File: src/rtl/uart_rx_fsm_if.sv
// Purpose : bundles the UART receiver's tick, serial input and byte-output signals.
// Ports   : rx_en, RxD (towards receiver); rx_data, rx_valid, rx_frame_err,
//           rx_parity_err, rx_busy, state (from receiver).
// Modports: slave = the receiver itself; master = whatever drives the line and consumes bytes.
interface uart_rx_fsm_if #(
  parameter int DATA_BITS = 8
);
  logic                 rx_en;
  logic                 RxD;
  logic [DATA_BITS-1:0] rx_data;
  logic                 rx_valid;
  logic                 rx_frame_err;
  logic                 rx_parity_err;
  logic                 rx_busy;
  logic [3:0]           state;

  modport slave (
    input  rx_en, RxD,
    output rx_data, rx_valid, rx_frame_err, rx_parity_err, rx_busy, state
  );

  modport master (
    output rx_en, RxD,
    input  rx_data, rx_valid, rx_frame_err, rx_parity_err, rx_busy, state
  );
endinterface

File: src/rtl/uart_rx_fsm.sv
// Purpose : FSM-based UART receiver, 8N1 LSB first, optional even parity
//           (enabled by defining UART_RX_PARITY_EN), oversampled by rx_en ticks.
// Latency : rx_valid rises 1 clk after the rx_en tick at mid stop bit.
// Backpressure: none; rx_valid is a 1-clk strobe, rx_data/err flags hold until the next frame.
// Ports   : clk, rst (sync, active-high); bus.slave carries rx_en, RxD in and
//           rx_data, rx_valid, rx_frame_err, rx_parity_err, rx_busy, state (debug) out.
module uart_rx_fsm #(
  parameter int OVERSAMPLE = 16,
  parameter int DATA_BITS  = 8
) (
  input  logic           clk,
  input  logic           rst,
  uart_rx_fsm_if.slave   bus
);

  localparam int TW = (OVERSAMPLE > 2) ? $clog2(OVERSAMPLE) : 1;
  localparam int BW = $clog2(DATA_BITS + 1);
  localparam logic [TW-1:0] TICK_LAST = TW'(OVERSAMPLE - 1);
  // START has already consumed one tick on entry; this many more reach the mid start bit.
  localparam logic [TW-1:0] HALF_LAST = TW'(OVERSAMPLE / 2 - 2);
  localparam logic [BW-1:0] BIT_LAST  = BW'(DATA_BITS - 1);

  typedef enum logic [3:0] {
    S_IDLE   = 4'd0,
    S_START  = 4'd1,
    S_DATA   = 4'd2,
`ifdef UART_RX_PARITY_EN
    S_PARITY = 4'd3,
`endif
    S_STOP   = 4'd4
  } state_t;

  logic [1:0]           r_sync;
  state_t               r_state,  w_state_nxt;
  logic [TW-1:0]        r_tick,   w_tick_nxt;
  logic [BW-1:0]        r_bit,    w_bit_nxt;
  logic [DATA_BITS-1:0] r_shift,  w_shift_nxt;
  logic [DATA_BITS-1:0] r_data,   w_data_nxt;
  logic                 r_valid,  w_valid_nxt;
  logic                 r_ferr,   w_ferr_nxt;
  logic                 r_armed,  w_armed_nxt;
  logic                 w_rxd;
`ifdef UART_RX_PARITY_EN
  logic                 r_par,    w_par_nxt;
  logic                 r_perr,   w_perr_nxt;
`endif

  assign w_rxd = r_sync[1];

  always_comb begin
    w_state_nxt = r_state;
    w_tick_nxt  = r_tick;
    w_bit_nxt   = r_bit;
    w_shift_nxt = r_shift;
    w_data_nxt  = r_data;
    w_valid_nxt = 1'b0;
    w_ferr_nxt  = r_ferr;
    w_armed_nxt = r_armed;
`ifdef UART_RX_PARITY_EN
    w_par_nxt   = r_par;
    w_perr_nxt  = r_perr;
`endif
    if (bus.rx_en) begin
      case (r_state)
        S_IDLE: begin
          // After a frame error the line must be seen high once before a new start is accepted.
          if (w_rxd) begin
            w_armed_nxt = 1'b1;
          end else if (r_armed) begin
            w_state_nxt = S_START;
            w_tick_nxt  = '0;
          end
        end
        S_START: begin
          if (r_tick == HALF_LAST) begin
            w_tick_nxt  = '0;
            w_bit_nxt   = '0;
            w_state_nxt = w_rxd ? S_IDLE : S_DATA;
          end else begin
            w_tick_nxt = r_tick + TW'(1);
          end
        end
        S_DATA: begin
          if (r_tick == TICK_LAST) begin
            w_tick_nxt  = '0;
            w_shift_nxt = {w_rxd, r_shift[DATA_BITS-1:1]};
            if (r_bit == BIT_LAST) begin
              w_bit_nxt   = '0;
`ifdef UART_RX_PARITY_EN
              w_state_nxt = S_PARITY;
`else
              w_state_nxt = S_STOP;
`endif
            end else begin
              w_bit_nxt = r_bit + BW'(1);
            end
          end else begin
            w_tick_nxt = r_tick + TW'(1);
          end
        end
`ifdef UART_RX_PARITY_EN
        S_PARITY: begin
          if (r_tick == TICK_LAST) begin
            w_tick_nxt  = '0;
            w_par_nxt   = w_rxd;
            w_state_nxt = S_STOP;
          end else begin
            w_tick_nxt = r_tick + TW'(1);
          end
        end
`endif
        S_STOP: begin
          if (r_tick == TICK_LAST) begin
            w_tick_nxt  = '0;
            w_data_nxt  = r_shift;
            w_ferr_nxt  = ~w_rxd;
            w_valid_nxt = 1'b1;
            w_armed_nxt = w_rxd;
`ifdef UART_RX_PARITY_EN
            w_perr_nxt  = (^r_shift) != r_par;
`endif
            w_state_nxt = S_IDLE;
          end else begin
            w_tick_nxt = r_tick + TW'(1);
          end
        end
        default: begin
          w_state_nxt = S_IDLE;
          w_tick_nxt  = '0;
          w_bit_nxt   = '0;
        end
      endcase
    end
  end

  always_ff @(posedge clk) begin
    if (rst) begin
      r_sync  <= 2'b11;
      r_state <= S_IDLE;
      r_tick  <= '0;
      r_bit   <= '0;
      r_shift <= '0;
      r_data  <= '0;
      r_valid <= 1'b0;
      r_ferr  <= 1'b0;
      r_armed <= 1'b1;
`ifdef UART_RX_PARITY_EN
      r_par   <= 1'b0;
      r_perr  <= 1'b0;
`endif
    end else begin
      r_sync  <= {r_sync[0], bus.RxD};
      r_state <= w_state_nxt;
      r_tick  <= w_tick_nxt;
      r_bit   <= w_bit_nxt;
      r_shift <= w_shift_nxt;
      r_data  <= w_data_nxt;
      r_valid <= w_valid_nxt;
      r_ferr  <= w_ferr_nxt;
      r_armed <= w_armed_nxt;
`ifdef UART_RX_PARITY_EN
      r_par   <= w_par_nxt;
      r_perr  <= w_perr_nxt;
`endif
    end
  end

  assign bus.rx_data      = r_data;
  assign bus.rx_valid     = r_valid;
  assign bus.rx_frame_err = r_ferr;
`ifdef UART_RX_PARITY_EN
  assign bus.rx_parity_err = r_perr;
`else
  assign bus.rx_parity_err = 1'b0;
`endif
  assign bus.rx_busy      = (r_state != S_IDLE);
  assign bus.state        = r_state;

endmodule

File: src/flat_wrapper.sv
// flat-port wrapper written by rule: the top's interface ports become plain ports
module uart_rx_fsm_flat 
#(
  parameter int OVERSAMPLE = 16,
  parameter int DATA_BITS  = 8
)
  (clk, rst, bus_rx_en, bus_RxD, bus_rx_data, bus_rx_valid, bus_rx_frame_err, bus_rx_parity_err, bus_rx_busy, bus_state);
  uart_rx_fsm_if #(.DATA_BITS(DATA_BITS)) bus_i ();
  input  logic clk;
  input  logic rst;
  input wire logic [$bits(bus_i.rx_en)-1:0] bus_rx_en;
  input wire logic [$bits(bus_i.RxD)-1:0] bus_RxD;
  output wire logic [$bits(bus_i.rx_data)-1:0] bus_rx_data;
  output wire logic [$bits(bus_i.rx_valid)-1:0] bus_rx_valid;
  output wire logic [$bits(bus_i.rx_frame_err)-1:0] bus_rx_frame_err;
  output wire logic [$bits(bus_i.rx_parity_err)-1:0] bus_rx_parity_err;
  output wire logic [$bits(bus_i.rx_busy)-1:0] bus_rx_busy;
  output wire logic [$bits(bus_i.state)-1:0] bus_state;
  assign bus_i.rx_en = bus_rx_en;
  assign bus_i.RxD = bus_RxD;
  assign bus_rx_data = bus_i.rx_data;
  assign bus_rx_valid = bus_i.rx_valid;
  assign bus_rx_frame_err = bus_i.rx_frame_err;
  assign bus_rx_parity_err = bus_i.rx_parity_err;
  assign bus_rx_busy = bus_i.rx_busy;
  assign bus_state = bus_i.state;
  uart_rx_fsm #(.OVERSAMPLE(OVERSAMPLE), .DATA_BITS(DATA_BITS)) u_core (.clk(clk), .rst(rst), .bus(bus_i));
endmodule
File: config.mk
export PLATFORM = sky130hd
export DESIGN_NAME = uart_rx_fsm_flat
export DESIGN_NICKNAME = d
export VERILOG_FILES = /design/src/rtl/uart_rx_fsm_if.sv /design/src/rtl/uart_rx_fsm.sv /design/src/flat_wrapper.sv
export SDC_FILE = /design/constraint.sdc
export NUM_CORES = 1
export LEC_CHECK = 0
export ABC_AREA = 1
export BUFFER_PORTS_ARGS = -buffer_cell sky130_fd_sc_hd__buf_2
export CAP_MARGIN = 20
export CORE_UTILIZATION = 35
export CTS_BUF_LIST = sky130_fd_sc_hd__clkbuf_2 sky130_fd_sc_hd__clkbuf_4 sky130_fd_sc_hd__clkbuf_8
export DETAILED_ROUTE_END_ITERATION = 12
export PLACE_DENSITY = 0.61
export SLEW_MARGIN = 10
export SYNTH_ARGS = -nofsm -noshare
export SYNTH_HDL_FRONTEND = slang
export SYNTH_SLANG_ARGS = --single-unit
File: constraint.sdc
create_clock -name clk -period 1.3 [get_ports clk]
set_input_delay 0.195 -clock clk [delete_from_list [all_inputs] [get_ports clk]]
set_output_delay 0.195 -clock clk [all_outputs]
set_load 0.02 [all_outputs]
# After elaboration in Yosys (flattened, before gate mapping)
# Cells that the tools add are included.
# word_totals
elab_cells	61
inputBits	4
regBits	33
output_inout_bits	16
# classes
n_reduce_logical	12
add_sub_neg	2
n_mux	21
n_eq_ne	13
bitwise_logic	4
# ops
cell	count
2-to-1 mux 4 bit	13
one-hot mux 4 bit (3 select lines)	2
one-hot mux 4 bit (4 select lines)	1
== test 4 x 3 -> 1 bit (second input constant)	3
inequality test 2 x 1 -> 1 bit (second input constant)	6
AND reduction 3 bit	3
adder 4 x 1 -> 4 bit (second input constant)	2
AND reduction 4 bit	2
AND reduction 7 bit	1
== test 4 x 1 -> 1 bit (second input constant)	1
== test 4 x 2 -> 1 bit (second input constant)	1
== test 4 bit (second input constant)	1
zero test 4 bit	1
NOT 1 bit	4
nonzero test 4 bit	1
OR reduction 2 bit	2
2-to-1 mux 1 bit	3
OR reduction 3 bit	1
2-to-1 mux 2 bit	1
inequality test 2 bit (second input constant)	1
one-hot mux 1 bit (2 select lines)	1
nonzero test 2 bit	1

# Depth between registers and ports, before layout
# Gate-level depths: netlist of run 1.
# depth
ltp_word	4
depth_mapped	10

# Worst setup path before layout of run 1
# Ideal clock, no wire load.
# synth_timing
kind	register -> register
startpoint	register u_core.r_tick[1]
endpoint	register u_core.r_data[0], in the netlist u_core.bus.rx_data[0]
setup_time_ns	0.113
n_path_buf	1
slack_ns	-0.027
stages_incl_launch_ff	8
required_time_ns	1.187
arrival_time_ns	1.214
period_less_slack_ns	1.327
cell_sequence	dfxtp_1 > ha_1 > nand3_1 > nor2_1 > nand2_1 > buf_2 > o21ai_1 > nor2_1
# synth_between
elab_chain_cells	2
# synth_lines
element	line_no	rtl
from (decl)	uart_rx_fsm.sv:35	logic [TW-1:0] r_tick, w_tick_nxt;
from (signal assigned)	uart_rx_fsm.sv:154	r_tick <= w_tick_nxt;
== test 4 bit	uart_rx_fsm.sv:113	if (r_tick == TICK_LAST) begin
AND reduction 3 bit (no line)	--	
to (signal assigned)	uart_rx_fsm.sv:157	r_data <= w_data_nxt;
to (decl)	uart_rx_fsm.sv:38	logic [DATA_BITS-1:0] r_data, w_data_nxt;
# Every way passes these cells.
# A chain may end at the register's enable or synchronous reset.

# Final worst setup path of run 1
# layout_timing
startpoint	register u_core.r_state[1], in the netlist u_core.bus.state[1]
endpoint	output port bus_rx_busy
# layout_between
elab_chain_cells	1
# layout_lines
element	line_no	rtl
from (decl)	uart_rx_fsm.sv:34	state_t r_state, w_state_nxt;
from (signal assigned)	uart_rx_fsm.sv:153	r_state <= w_state_nxt;
nonzero test 4 bit	uart_rx_fsm.sv:176	assign bus.rx_busy = (r_state != S_IDLE);
to (decl)	flat_wrapper.sv:17	output wire logic [$bits(bus_i.rx_busy)-1:0] bus_rx_busy;
# Every way passes these cells.

==> qor.txt, run 1 <==
Status -> complete, but fails checks
Failing checks -> negative setup slack
Levels on crit path -> 6
Fin crit period -> 1.37 ns
Worst r2r src -> u_core.r_tick[0]
Design Power -> 3.82 mW
Initial antenna violation count -> 0
Placed Cells incl. Taps -> 288
Port bufs -> 17
Clock buffer depth -> 2
Worst setup EP type -> primary output
Vias per cell -> 4.78
Critical path type -> reg -> out
Count leader, synth -> nor2_1
First-pass GRT wire length -> 5400 um
CP required -> 1.11 ns
CP arrival -> 1.17 ns
CP cell instances -> inv_4, nand2_2, buf_6, nor2_4, inv_2, buf_6
Routability cong. -> 0.817
HPWL after DPL -> 2220 um
Core region area -> 3800 um2
FMAX -> 0.731 GHz
Skew-Pair Late Insertion Delay -> 0.28 ns
Max-cap violations -> 0
Area leader, netlist -> dfxtp_1
DP Worst Slack -> -0.0982 ns
Post-synthesis register bit count -> 32
Reg2reg end -> u_core.bus.state[1]
Pins Over Slew Limit -> 0
Post-synthesis sequential area ratio -> 0.444
Period Utilization, post-route -> 1.05
Compound-Gate Fraction of Synth Area -> 0.106
Clock Skew -> 0.00550 ns
Layout area overhead -> 57.0%
Critical Path Max Stage Delay -> 0.37 ns
Leakage power -> 0.992 nW
Num ports -> 20
Setup crit end -> bus_rx_busy
Cells after Synth -> 206
Final ANT Viol Nets -> 0
Die X -> 66.2 um
Simple-gate share of the synthesized area -> 0.337
Initial Utilization -> 0.379
Largest net degree at the start of global routing -> 20
Crit. Startpoint -> u_core.bus.state[1]
Setup Viol. Count Final -> 11
Largest family of logic cells by synthesized area -> simple AND/OR/NAND/NOR gates
GRT overflow -> 0
FF-to-FF path depth -> 9
Vias in the first global route -> 1,254
Worst-path clk slew -> 0.07 ns
Post-Synth Adder-Cell Area -> 0.0260
Hold Slack -> 0.0985 ns
Cell Count, Final, Fillers Out -> 307
Number of enable flip-flop cells after synthesis -> 0
Post-Syn Area -> 1440 um2
Routed wire per std cell -> 12.1 um
Post-Route Utilization -> 0.596
R2r setup slk -> -0.05 ns
Row cnt -> 22
TritonCTS clock tree -> done
Placed cell area -> 1730 um2
Clock sink count -> 32
Via count -> 1,466
Yosys cell types -> 22
Xor/xnor cell area share of the yosys netlist -> 0.0122
Final WL -> 3710 um
Height of the chip -> 66.2 um
Worst hold path class -> in -> reg
Cell Pwr Density -> 1690 nW/um2
Post-CTS Hold Buffers -> 0
Crit-path slowest cell -> dfxtp_4
Critical path buffer and inverter count -> 4
Top post-synthesis cells by area -> dfxtp_1 (44%), nor2_1 (14%), nand2_1 (8.6%), nand3_1 (5.6%), inv_1 (3.9%)
Inserted Clock Buffers -> 5
Root buf cell -> clkbuf_8
Ys Warns -> 0
H-tree depth -> 2
TNS Setup -> -0.239 ns
Remaining DRCs -> 0
Post-synthesis mux area share -> 0
RSZ-0062 raised after global routing -> true
Most used cell, CP -> buf_6
N_diodes -> 0
Top delay family on crit path -> flip-flops
Post-synth top area share -> 0.444
Post-synth top flop -> dfxtp_1
Pre-antenna DRT Iters -> 4
Tot GR Track Use -> 0.166
Maximum VDD drop -> 914 uV
Total Die Area -> 4380 um2
Crit path launch type -> register
Layout net count -> 265
PnR worst setup slack -> -0.0687 ns
Hold Violations, Final -> 0
Share of layout cells above drive strength 1 -> 0.490
Final non-filler cell area -> 2260 um2
Synth cell count leaders -> nor2_1 (55), nand2_1 (33), dfxtp_1 (32)
Syn avg cell area -> 7.00 um2
Initial DRC Count -> 42
FFs w/ async S/R, synth -> 0
Critical Path Fanout Max -> 4
-- state kept, by name, summed over array words and instances (netlist names) --
name / flops
u_core.r_sync: 2
u_core.bus.rx_data: 8
u_core.bus.state: 3
u_core.bus.rx_frame_err: 1
u_core.r_tick: 4
u_core.r_shift: 8
u_core.r_armed: 1
u_core.r_bit: 4
u_core.bus.rx_valid: 1
-- cell families (layout without fill, tap and decap cells) --
kind of cell,after synthesis,count (layout)
buffers and inverters,25,76
and+or+nand+nor,114,115
other,1,2
AOI/OAI and AO/OA,29,29
xor gates and xnor gates,2,2
DFF,32,32
adders and majority gates,3,3
-- per-layer routing --
metal  GRT usage  part of all wire  vias to the layer above  wire [um]
met5           0                 0                        -          0
met4      0.0559            0.0073                        0         27
met3      0.0655             0.040                        2        147
met2       0.244              0.49                       23       1820
met1       0.218              0.46                      681       1720
li1            -                 -                      760          -
-- worst min-delay path by stage --
stage	cells past startpoint	startpoint	end
finish	2	bus_RxD	u_core.r_sync[0]
global route	2	bus_RxD	u_core.r_sync[0]
CTS	2	bus_RxD	u_core.r_sync[0]
detailed placement	2	bus_RxD	u_core.r_sync[0]
global placement	2	bus_RxD	u_core.r_sync[0]
floorplan	1	rst	u_core.r_bit[2]
-- layout by cell type (no fill, tap or decap), types with 3 or more instances in the layout --
cell and count:
buf_6 7, inv_1 11, nand3_1 8, a21oi_1 5, nand2_1 26, ha_4 3, nor2_4 8, nor2_1 43
nand3_4 4, nand2_4 4, nand2_2 5, dfxtp_2 4, buf_4 24, clkbuf_8 6, dfxtp_1 24, o21ai_1 6
a21oi_2 3, dfxtp_4 4, inv_2 6, nand3_2 4, o21ai_2 11, nor2_2 7, buf_2 16
-- repair_timing --
action	CTS	global route
buffers inserted	1	8
cloned	1	1
resized for setup	34	67
pin swaps	8	21
setup endpoints to repair	29	31
-- cell type report --
class	instances	area, um2
fill	336	1540
multi-input combinational	151	1010
timing repair buffer	47	339
sequential	32	661
tap	48	60.1
inverter	20	92.6
timing repair inverter	1	7.51
clock buffer	8	97.6
-- report_power, final --
group / internal, mW / switching (mW)
Sequential: 1.08 / 0.113
Combinational: 0.792 / 1.02
Clock: 0.473 / 0.345
Total: 2.35 / 1.48
Power figures use the tool's default switching activity.
==> inputs of run 2 (changes only) <==
Settings changed: ABC_AREA 1 to 0.
==> run 2 against run 1 <==
  * The flow still finishes with violations (negative setup slack)
  * Final cell count decreased by 11%
  * Die area grew 0.67%
  * Wire length up 9.1%
  * Utilization fell by 3.5 points
  * Critical path depth down 2
  * Via count is 2.9% lower
  * Register-to-register slack lost 0.16 ns
  * Combinational power shrank 90%
  * Design area down 0.94%
  * Sequential share of layout area hardly changed
==> qor.txt, run 2 <==
Clock buffer depth -> 2 (unchanged)
Port bufs -> 17 (unchanged)
Post-synthesis sequential area ratio -> 0.441 (was 0.444)
Crit. Startpoint -> u_core.bus.state[1] (unchanged)
Num ports -> 20 (unchanged)
CP arrival -> 1.72 ns (was 1.17 ns)
Failing checks -> negative setup slack (unchanged)
Largest family of logic cells by synthesized area -> simple AND/OR/NAND/NOR gates (unchanged)
Most frequent cells in the layout -> buf_4 (33), dfxtp_1 (27), nand2_1 (20) (was nor2_1 (43), nand2_1 (26), buf_4 (24), dfxtp_1 (24), buf_2 (16))
First-pass GRT wire length -> 5870 um (was 5400 um)
Largest net degree at the start of global routing -> 16 (was 20)
Count leader, synth -> dfxtp_1 (was nor2_1)
Post-synth top area share -> 0.441 (was 0.444)
Hold path depth -> 2 (unchanged)
Cell Pwr Density -> 891 nW/um2 (was 1690 nW/um2)
CP required -> 1.50 ns (was 1.11 ns)
Reg2reg end -> u_core.bus.state[1] (unchanged)
Initial Utilization -> 0.363 (was 0.379)
FILL cells -> 339 (was 336)
Worst-path clk slew -> 0.07 ns (about the same)
Compound-Gate Fraction of Synth Area -> 0.126 (was 0.106)
TNS Setup -> -4.34 ns (was -0.239 ns)
Final ANT Viol Nets -> 0 (unchanged)
Row cnt -> 23 (was 22)
RSZ-0062 raised after global routing -> true (unchanged)
FFs w/ async S/R, synth -> 0 (unchanged)
Xor/xnor cell area share of the yosys netlist -> 0.00603 (was 0.0122)
Clock sink count -> 32 (unchanged)
Ys Warns -> 0 (unchanged)
R2r setup slk -> -0.21 ns (was -0.05 ns)
Post-Synth Adder-Cell Area -> 0.0259 (was 0.0260)
TritonCTS clock tree -> done (unchanged)
Clock Skew -> 0.00319 ns (was 0.00550 ns)
Leakage power -> 0.953 nW (was 0.992 nW)
Tot GR Track Use -> 0.180 (was 0.166)
Via count -> 1,423 (was 1,466)
Cells after Synth -> 164 (was 206)
Routability cong. -> 0.847 (was 0.817)
Vias in the first global route -> 1,275 (was 1,254)
Simple-gate share of the synthesized area -> 0.252 (was 0.337)
Layout net count -> 228 (was 265)
FF-to-FF path depth -> 4 (was 9)
Setup Viol. Count Final -> 31 (was 11)
Critical Path Fanout Max -> 5 (was 4)
Worst r2r src -> u_core.bus.state[1] (was u_core.r_tick[0])
FMAX -> 0.661 GHz (was 0.731 GHz)
Max-cap violations -> 0 (unchanged)
Most common cell after layout, fill and taps aside -> buf_4 (was nor2_1)
Vias per cell -> 5.23 (was 4.78)
Number of enable flip-flop cells after synthesis -> 0 (unchanged)
Top post-synthesis cells by area -> dfxtp_1 (44%), mux2i_1 (9.0%), nand2_1 (7.0%), a21oi_1 (4.5%), nor2_1 (3.4%) (was dfxtp_1 (44%), nor2_1 (14%), nand2_1 (8.6%), nand3_1 (5.6%), inv_1 (3.9%))
Initial antenna violation count -> 0 (unchanged)
Routed wire per std cell -> 14.9 um (was 12.1 um)
GRT overflow -> 0 (unchanged)
Layout area overhead -> 54.5% (was 57.0%)
H-tree depth -> 2 (unchanged)
Root buf cell -> clkbuf_8 (unchanged)
Post-Syn Area -> 1450 um2 (was 1440 um2)
PnR worst setup slack -> -0.214 ns (was -0.0687 ns)
Post-synthesis register bit count -> 32 (unchanged)
Critical path type -> reg -> reg (was reg -> out)
Fin crit period -> 1.51 ns (was 1.37 ns)
Hold Violations, Final -> 0 (unchanged)
Inserted Clock Buffers -> 5 (unchanged)
DP Worst Slack -> -0.258 ns (was -0.0982 ns)
Share of layout cells above drive strength 1 -> 0.545 (was 0.490)
Yosys cell types -> 39 (was 22)
Crit path launch type -> register (unchanged)
Setup crit end -> u_core.bus.state[1] (was bus_rx_busy)
Post-synth top flop -> dfxtp_1 (unchanged)
Die X -> 66.4 um (was 66.2 um)
Initial DRC Count -> 79 (was 42)
Core region area -> 4000 um2 (was 3800 um2)
Final WL -> 4050 um (was 3710 um)
Syn avg cell area -> 8.85 um2 (was 7.00 um2)
Status -> complete, but fails checks (unchanged)
Total Die Area -> 4410 um2 (was 4380 um2)
N_diodes -> 0 (unchanged)
Post-synthesis mux area share -> 0.0897 (was 0)
Remaining DRCs -> 0 (unchanged)
HPWL after DPL -> 2360 um (was 2220 um)
Design Power -> 2.00 mW (was 3.82 mW)
Area leader, netlist -> dfxtp_1 (unchanged)
Maximum VDD drop -> 745 uV (was 914 uV)
Period Utilization, post-route -> 1.16 (was 1.05)
Skew-Pair Late Insertion Delay -> 0.29 ns (was 0.28 ns)
Worst setup EP type -> register (was primary output)
Pins Over Slew Limit -> 0 (unchanged)
Pre-antenna DRT Iters -> 4 (unchanged)
Height of the chip -> 66.4 um (was 66.2 um)
Hold Slack -> 0.0928 ns (was 0.0985 ns)
Worst hold path class -> in -> reg (unchanged)
Synth cell count leaders -> dfxtp_1 (32), nand2_1 (27), a21oi_1 (13), mux2i_1 (13), nor2_1 (13) (was nor2_1 (55), nand2_1 (33), dfxtp_1 (32))
[run 2: cell count changes in the layout (fill, tap and decap cells not counted), sizes merged, moves of 3 or more]
cell and change:
and3 +3, nand2 -10, o22ai +3, o21ai -15
inv -16, mux2i +13, a21oi +5, buf +14
nor2 -45, nand2b +3, nor2b +3, nand3 -7
[run 2: critical path, cell delays in order (launching register included)]
cell and delay (ns):
dfxtp_4 0.36, buf_6 0.13, or3b_4 0.44, or3_1 0.34
mux2i_1 0.17
[run 2: timing repair]
| item | in CTS | in global routing |
|---|---|---|
| gates cloned | 0 | 2 |
| hold buffers | 0 | 0 |
| gates resized for setup | 12 | 41 |
| setup buffers | 4 | 12 |
| pin swaps | 4 | 24 |
| setup endpoints to repair | 31 | 31 |
[run 2: how the worst min path moves through the flow]
stage,end,slack [ns],from
floorplan,u_core.r_sync[0],0.30,bus_RxD
finish,u_core.r_sync[0],0.09,bus_RxD
global placement,u_core.r_sync[0],0.38,bus_RxD
global route,u_core.r_sync[0],0.09,bus_RxD
CTS,u_core.r_sync[0],0.09,bus_RxD
detailed placement,u_core.r_sync[0],0.39,bus_RxD
[run 2: routing by layer]
| layer | GRT usage | vias to the layer above | part of all wire |
|---|---|---|---|
| met5 | 0 | - | 0 |
| met4 | 0.0957 | 0 | 0.023 |
| met3 | 0.0552 | 11 | 0.037 |
| met2 | 0.309 | 32 | 0.52 |
| met1 | 0.198 | 708 | 0.42 |
| li1 | - | 672 | - |
[run 2: layout make-up]
class	instances	area (um2)	area share
multi-input combinational	118	961	0.429
sequential	32	654	0.292
timing repair buffer	61	457	0.204
clock buffer	6	82.6	0.0368
tap	50	62.6	0.0279
clock inverter	2	13.8	0.00614
inverter	3	11.3	0.00502
[run 2: stage by stage]
step / cells / instance area, um2 / util
floorplan: 165 / 1540 / -
global placement: 246 / 1790 / 0.449
detailed placement: 246 / 1790 / 0.449
CTS: 258 / 1970 / 0.493
global route: 272 / 2240 / 0.561
finish: 272 / 2240 / 0.561
[run 2: logic make-up (layout without fill, tap and decap cells)]
kind of cell / count (synthesis) / count (layout)
AOI/OAI and AO/OA: 27 / 27
xor gates and xnor gates: 1 / 1
adders and majority gates: 3 / 3
buffers and inverters: 15 / 72
DFF: 32 / 32
muxes: 13 / 13
other: 1 / 2
and+or+nand+nor: 72 / 72
[run 2: power breakdown]
part           switching, mW  leakage, nW  internal, mW
clock                  0.386       0.0477         0.429
sequential            0.0111        0.262         0.983
combinational          0.101        0.644        0.0882
